[src/rtl/br_redirect_ctrl_pkg.sv]
// br_redirect_ctrl_pkg: shared width, FSM state encoding and misalign cause code for the redirect controller.
package br_redirect_ctrl_pkg;
    localparam int BR_DATA_WIDTH = 32;
    localparam logic [1:0] ST_IDLE = 2'd0;
    localparam logic [1:0] ST_REDIRECT = 2'd1;
    localparam logic [1:0] ST_FLUSH = 2'd2;
    localparam logic [3:0] CAUSE_INSTR_MISALIGN = 4'd0;
endpackage

[src/rtl/br_evt_counter.sv]
// br_evt_counter: 32-bit enable counter with async active-low reset; wraps silently.
module br_evt_counter (
    input  logic        clk_i,
    input  logic        rstn_i,
    input  logic        en_i,
    output logic [31:0] cnt_o
);
    always_ff @(posedge clk_i or negedge rstn_i)
        if (!rstn_i) cnt_o <= '0;
        else if (en_i) cnt_o <= cnt_o + 32'd1;
endmodule

[src/rtl/br_redirect_ctrl.sv]
// br_redirect_ctrl: turns taken branches/jumps from execute into a fetch redirect plus a
// timed IF/ID flush, flags misaligned targets and counts resolved/taken branches.
module br_redirect_ctrl
    import br_redirect_ctrl_pkg::*;
#(
    parameter int DATA_WIDTH = BR_DATA_WIDTH,
    parameter int FLUSH_CYCLES = 2
) (
    input  logic                  clk_i,
    input  logic                  rstn_i,
    input  logic                  ex_valid_i,
    input  logic                  is_branch_i,
    input  logic                  is_jump_i,
    input  logic                  branch_taken_i,
    input  logic [DATA_WIDTH-1:0] brj_pc_i,
    input  logic                  fetch_ready_i,
    output logic                  redirect_valid_o,
    output logic [DATA_WIDTH-1:0] redirect_pc_o,
    output logic                  flush_o,
    output logic                  stall_ex_o,
    output logic                  misalign_o,
    output logic [31:0]           branch_cnt_o,
    output logic [31:0]           taken_cnt_o
);
    localparam logic [3:0] FLUSH_LOAD = 4'(FLUSH_CYCLES - 1);
    logic [1:0] state;
    logic [3:0] flush_cnt;
    logic idle, evt, hs, br_en, tk_en;
    assign idle = state == ST_IDLE;
    assign evt = ex_valid_i & (is_jump_i | (is_branch_i & branch_taken_i));
    assign hs = redirect_valid_o & fetch_ready_i;
    // a simultaneous jump flag wins, so such an instruction is not a branch for counting
    assign br_en = idle & ex_valid_i & is_branch_i & ~is_jump_i;
    assign tk_en = br_en & branch_taken_i;
    assign stall_ex_o = ~idle;
    always_ff @(posedge clk_i or negedge rstn_i)
        if (!rstn_i) begin
            state <= ST_IDLE;
            flush_cnt <= '0;
            redirect_valid_o <= 1'b0;
            redirect_pc_o <= '0;
            flush_o <= 1'b0;
            misalign_o <= 1'b0;
        end else begin
            misalign_o <= 1'b0;
            if (idle) begin
                if (evt && brj_pc_i[1]) misalign_o <= 1'b1;
                else if (evt) begin
                    state <= ST_REDIRECT;
                    redirect_valid_o <= 1'b1;
                    flush_o <= 1'b1;
                    redirect_pc_o <= brj_pc_i;
                end
            end else if (state == ST_REDIRECT) begin
                if (hs) begin
                    state <= ST_FLUSH;
                    redirect_valid_o <= 1'b0;
                    flush_cnt <= FLUSH_LOAD;
                end
            end else if (flush_cnt == 4'd0) begin
                state <= ST_IDLE;
                flush_o <= 1'b0;
            end else flush_cnt <= flush_cnt - 4'd1;
        end
    br_evt_counter u_branch_cnt (.clk_i(clk_i), .rstn_i(rstn_i), .en_i(br_en), .cnt_o(branch_cnt_o));
    br_evt_counter u_taken_cnt (.clk_i(clk_i), .rstn_i(rstn_i), .en_i(tk_en), .cnt_o(taken_cnt_o));
endmodule

[config.mk]
export PLATFORM = sky130hd
export DESIGN_NAME = br_redirect_ctrl
export DESIGN_NICKNAME = d
export VERILOG_FILES = /design/src/rtl/br_redirect_ctrl_pkg.sv /design/src/rtl/br_evt_counter.sv /design/src/rtl/br_redirect_ctrl.sv
export SDC_FILE = /design/constraint.sdc
export NUM_CORES = 1
export LEC_CHECK = 0
export BUFFER_PORTS_ARGS = -buffer_cell sky130_fd_sc_hd__buf_2
export CORE_MARGIN = 1
export CORE_UTILIZATION = 46
export DETAILED_ROUTE_END_ITERATION = 16
export PLACE_DENSITY = 0.73
export REMOVE_ABC_BUFFERS = 1
export SLEW_MARGIN = 20
export SYNTH_ARGS = -nofsm -noshare
export SYNTH_HDL_FRONTEND = slang
export SYNTH_SLANG_ARGS = --single-unit
[constraint.sdc]
create_clock -name clk_i -period 2.55 [get_ports clk_i]
set_input_delay 0.255 -clock clk_i [delete_from_list [all_inputs] [get_ports clk_i]]
set_output_delay 0.255 -clock clk_i [all_outputs]
set_load 0.05 [all_outputs]
=== Yosys cells after proc, flatten, opt, wreduce, memory -nomap -nowiden ===
Index checks and enable logic that the tools add are counted.

* Register bits after elaboration: 105
* Input port bits: 39

* Add/subtract/negate cells: 3
* Equality and inequality tests: 7
* Mux-type cells: 19
* Bitwise logic cells: 11
* Reduce and logical (&&, ||, !) cells: 12

{| class="wikitable"
|+ Operators with widths
! kind !! count
|-
| $add A32 B1 Y32 const B || 2
|-
| $mux W2 || 6
|-
| $mux W4 || 3
|-
| $reduce_and A4 Y1 || 3
|-
| $mux W1 || 10
|-
| $ne A2 B2 Y1 const B || 4
|-
| $and A1 B1 Y1 || 7
|-
| $reduce_and A3 Y1 || 2
|-
| $reduce_bool A2 Y1 || 3
|-
| $logic_not A4 Y1 || 1
|-
| $sub A4 B1 Y4 const B || 1
|-
| $ne A3 B3 Y1 const B || 1
|-
| $not A1 Y1 || 3
|-
| $reduce_bool A3 Y1 || 1
|-
| $eq A2 B1 Y1 const B || 1
|-
| $logic_not A2 Y1 || 1
|-
| $ne A2 B1 Y1 const B || 1
|-
| $logic_and A1 B1 Y1 || 1
|-
| $or A1 B1 Y1 || 1
|}

=== Logic depth before layout (Yosys ltp) ===
* Depth in word-level cells: 6
* Depth in mapped cells: 7
* Gate-level depth less buffers: 7

=== Cells and area by module ===
A second synthesis with hierarchy kept.

* Cell total of the unflattened synthesis: 358
* Area total of the unflattened synthesis: 4,566.9 um^2

{| class="wikitable"
|+ By module, submodules not included
! module !! times used !! cells an instance !! area an instance (um^2)
|-
| br_evt_counter || 2 || 123 || 1,448.9
|-
| br_redirect_ctrl || 1 || 112 || 1,669.1
|}

=== Worst setup path before layout ===
No wires, ideal clock.

* Path type: register -> register
* Start: register u_branch_cnt.cnt_o[15]
* End: register u_branch_cnt.cnt_o[25]
* Library setup time: 141 ps
* Arrival: 2,035 ps
* Data required time: 2,409 ps
* Slack: 375 ps
* Cell stages (with the launch flop): 6
* Path buffers: 0
* Period minus slack after synthesis: 2,175 ps
* Cell sequence: dfrtp_1 nand4_1 nor4_1 nor3b_2 nand3_1 xnor2_1

* Word-level cells in the longest chain between the ends: 1

{| class="wikitable"
|+ Ends and longest elaborated chain
! what !! line !! RTL
|-
| start: declaration || br_evt_counter.sv:6 || <nowiki>output logic [31:0] cnt_o</nowiki>
|-
| start signal: assignment || br_evt_counter.sv:10 || <nowiki>else if (en_i) cnt_o <= cnt_o + 32'd1;</nowiki>
|-
| $add A32 B1 Y32 || br_evt_counter.sv:10 ||
|}

Every way passes these cells.
A chain may end at the register's enable or synchronous reset.

=== Worst setup path in the final report ===
* Start: register state[1]
* End: register u_taken_cnt.cnt_o[29]

* Word-level cells in the longest chain between the ends: 5

{| class="wikitable"
|+ Ends and longest elaborated chain
! what !! line !! RTL
|-
| start: declaration || br_redirect_ctrl.sv:26 || <nowiki>logic [1:0] state;</nowiki>
|-
| start signal: assignment || br_redirect_ctrl.sv:38 || <nowiki>state <= ST_IDLE;</nowiki>
|-
| start signal: assignment || br_redirect_ctrl.sv:49 || <nowiki>state <= ST_REDIRECT;</nowiki>
|-
| start signal: assignment || br_redirect_ctrl.sv:56 || <nowiki>state <= ST_FLUSH;</nowiki>
|-
| $logic_not A2 Y1 || br_redirect_ctrl.sv:29 || <nowiki>assign idle = state == ST_IDLE;</nowiki>
|-
| $and A1 B1 Y1 (3 in series) || br_redirect_ctrl.sv:33 || <nowiki>assign br_en = idle & ex_valid_i & is_branch_i & ~is_jump_i;</nowiki>
|-
| $and A1 B1 Y1 || br_redirect_ctrl.sv:34 || <nowiki>assign tk_en = br_en & branch_taken_i;</nowiki>
|-
| end signal: assignment || br_evt_counter.sv:10 ||
|-
| end: declaration || br_evt_counter.sv:6 ||
|}

Every way passes these cells.

==> parameters.txt <==
Parameter                              Value

Power and ir drop
  Power density over the cells ... 972 mW/mm²
  Switching part of the total power ... 0.449
  Total power draw ... 5410 µW
  Pint ... 2980 µW
  Clock group share of total power ... 0.182
  Combinational share of power ... 0.399
  Register share of total power ... 0.420
  Switching pwr ... 2430 µW
  Leakage power ... 0.00284 µW
  Worst supply voltage drop on vdd ... 930 µV

Worst setup path
  Worst r2r dst ... u_taken_cnt.cnt_o[29]
  Crit-path slowest cell ... and3_1
  Bufs and invs on worst path ... 0
  Number of stages on the worst setup path ... 5
  CP top delay family ... simple AND/OR/NAND/NOR gates
  Number of cells on the worst reg-to-reg path ... 5
  Worst setup EP type ... register
  Type of origin of the critical path ... register
  CP peak stage delay ... 470 ps
  Internal reg-to-reg setup slack ... 410 ps
  Worst flop-to-flop path startpoint ... state[1]
  Critical path data arrival time ... 2400 ps
  Maximum net fanout on the critical path ... 11
  Worst setup path start ... state[1]
  Type of the worst setup path ... reg -> reg
  Worst endpoint required time ... 2810 ps
  CP cell instances ... or3b_1 -> nor4_4 -> and3_1 -> nand4_1 -> xnor2_1
  Setup crit end ... u_taken_cnt.cnt_o[29]

Logic synthesis
  Async SR Flop Fraction ... 1.00
  Gate count after technology mapping ... 356
  Top_reg_cell synth ... dfrtp_1
  Register bit count reported by yosys ... 105
  Number of warning messages in the yosys log ... 0
  Summed instance area of the synthesized netlist ... 0.00448 mm²
  Sequential cell area fraction in the yosys report ... 0.587
  Fraction of synthesized cell area taken by the top area cell type ... 0.587
  Post-synth top area cell ... dfrtp_1
  Avg Synthesized Cell Area ... 12.6 µm²
  Cell variety after synth ... 36
  Number of enable flip-flop cells after synthesis ... 0
  Cells taking the most area after synthesis ... dfrtp_1 (59%), xnor2_1 (8.6%), mux2_2 (7.5%)

CTS
  Postcts setup bufs ... 0
  Post-CTS sizing ... 0
  Hold buffers post-CTS ... 1
  Clock Tree Buf Depth ... 2
  TritonCTS clock tree ... done
  TritonCTS buffer count ... 9
  Clock root buffer ... clkbuf_8
  Level count of the clock H-tree ... 3
  Later-pin clock latency in the skew report ... 360 ps
  Clock-pin slew on the worst setup and hold paths ... 110 ps
  Clk sink count ... 105

Finish
  Layout overhead on the synthesized area ... 24.4%
  Commonest non-fill, non-tap cell in the layout ... buf_2
  Antenna fix cells ... 0
  Total Nets Final ... 550
  Final cell count without fillers ... 642
  Most frequent cells in the layout ... buf_2 (137), dfrtp_1 (105), xnor2_1 (44)
  Area of the multi-input gates ... 0.00180 mm²
  Fraction of layout cells with a size suffix above 1 ... 0.390
  Filler cell count ... 810
  Area occupied by registers ... 0.00263 mm²

Timing
  Minimum setup slack in the final design ... 408 ps
  Achievable clock frequency ... 0.467 GHz
  Sum of negative setup slack ... 0 ps
  Max-slew violation count ... 0
  Max_slew headroom ... 0.522
  Count of endpoints failing setup in the final report ... 0
  Min Tclk post-route ... 2140 ps
  Share of the clock period used by the worst path ... 0.840
  Slew at the pin with the worst max-slew slack ... 710 ps
  Clock tree skew after final layout ... 15.4 ps
  Tightest hold margin ... 111 ps
  RSZ-0062 raised after global routing ... no
  Count of final hold-check violations ... 0

Floorplan
  Top Ports ... 139
  Vertical die dimension ... 101 µm
  Overall die area ... 0.0101 mm²
  Starting Density ... 0.480
  Horizontal die dimension ... 101 µm
  Placement Rows ... 35
  Core box area ... 0.00933 mm²

Global route
  Wire length of the first global-routing pass ... 15500 µm
  Global-route usage over all layers ... 0.197
  Antenna violations before repair ... 0
  Pin count of the biggest net entering global routing ... 56
  Vias in the first global route ... 3277
  GRT Residual Overflow ... 0

Detailed routing
  Number of vias per cell after detailed routing ... 5.01
  Average detailed-routed wire length per instance ... 14.3 µm
  Antenna viol nets, final ... 0
  Number of detailed-routing iterations run before antenna repair ... 4
  Via total after detailed routing ... 3217
  Detailed router's first-iteration violation count ... 87
  Residual DRC count ... 0
  Detailed Route WL ... 9200 µm

Placement
  Buffers added on ports ... 138
  Instance count after placement with tap cells included ... 625
  HPWL Detailed ... 6820 µm
  Worst slack, placed ... 385 ps
  Final weighted congestion of routability-driven global placement ... 0.804

Run
  Max-Cap Viols ... 0

Outcome
  Run status ... completed

Worst hold path
  Path type of the worst min-delay path ... in -> reg
[per-stage QoR]
stage | cell area (µm²) | utilization
6_report | 5570 | 0.597
5_1_grt | 5570 | 0.597
4_1_cts | 5570 | 0.597
3_5_place_dp | 5380 | 0.576
3_3_place_gp | 5380 | 0.576
2_1_floorplan | 4440 | -
[worst min-delay path by stage]
stage,startpoint,slack (ps),cells after the start,to
final,brj_pc_i[8],110,2,redirect_pc_o[8]
after floorplan,rstn_i,-40,0,flush_cnt[0]
after global routing,brj_pc_i[31],90,2,redirect_pc_o[31]
after global placement,rstn_i,340,1,u_branch_cnt.cnt_o[3]
after CTS,brj_pc_i[8],90,2,redirect_pc_o[8]
after detailed placement,rstn_i,350,1,u_branch_cnt.cnt_o[3]
[per-layer routing]
| layer | track usage | up-vias | part of all wire |
|---|---|---|---|
| met2 | 0.322 | 93 | 0.48 |
| met3 | 0.0381 | 17 | 0.050 |
| met4 | 0.0936 | 0 | 0.025 |
| met5 | 0 | - | 0 |
| met1 | 0.254 | 1571 | 0.44 |
| li1 | - | 1536 | - |
[final cells by class]
class | count | area share
Tap cell | 129 | 0.0290
Multi-Input combinational cell | 241 | 0.323
Clock buffer | 10 | 0.0229
Inverter | 5 | 0.00337
Timing Repair Buffer | 146 | 0.140
Sequential cell | 105 | 0.472
Clock inverter | 6 | 0.0103
[cells in the mapped netlist, types with 3 or more instances]
master   count
ha_1         3
buf_2        3
nand4_1     18
nor3_1       3
nand3_1     23
and3_1      11
xnor2_1     44
nor3_2       4
mux2_2      30
dfrtp_1    105
xor2_1      20
nand2_1     28
nor2_1      18
nor2b_1      3
mux2_1       3
nor3b_1      3
a21oi_1      3
inv_1        5
and4_1       3
nor4_1       4
[state kept, by name, summed over array words and instances, names as in the netlist]
name and count:
misalign_o 1, redirect_pc_o 32, flush_cnt 4, u_branch_cnt.cnt_o 32
redirect_valid_o 1, flush_o 1, state 2, u_taken_cnt.cnt_o 32
[kinds of logic (layout without fill, tap and decap cells)]
family / count (synthesis) / in the layout / share of synthesized area
AND/OR/NAND/NOR: 134 / 134 / 0.176
AO/OA/AOI/OAI: 7 / 7 / 0.00894
multiplexers: 33 / 33 / 0.0830
adder cells (fa/ha/maj): 3 / 3 / 0.00839
flip-flops: 105 / 105 / 0.587
buffers and inverters: 10 / 167 / 0.0117
XOR/XNOR: 64 / 64 / 0.125
[power by group through the flow]
stage | combinational [µW] | sequential [µW] | clock (µW)
floorplan | 505 | 3410 | 0
global placement | 2140 | 2280 | 0
detailed placement | 2180 | 2300 | 0
CTS | 2180 | 2270 | 1020
global route | 2270 | 2320 | 1090
finish | 2160 | 2270 | 984
(Power assumes the default switching activity.)
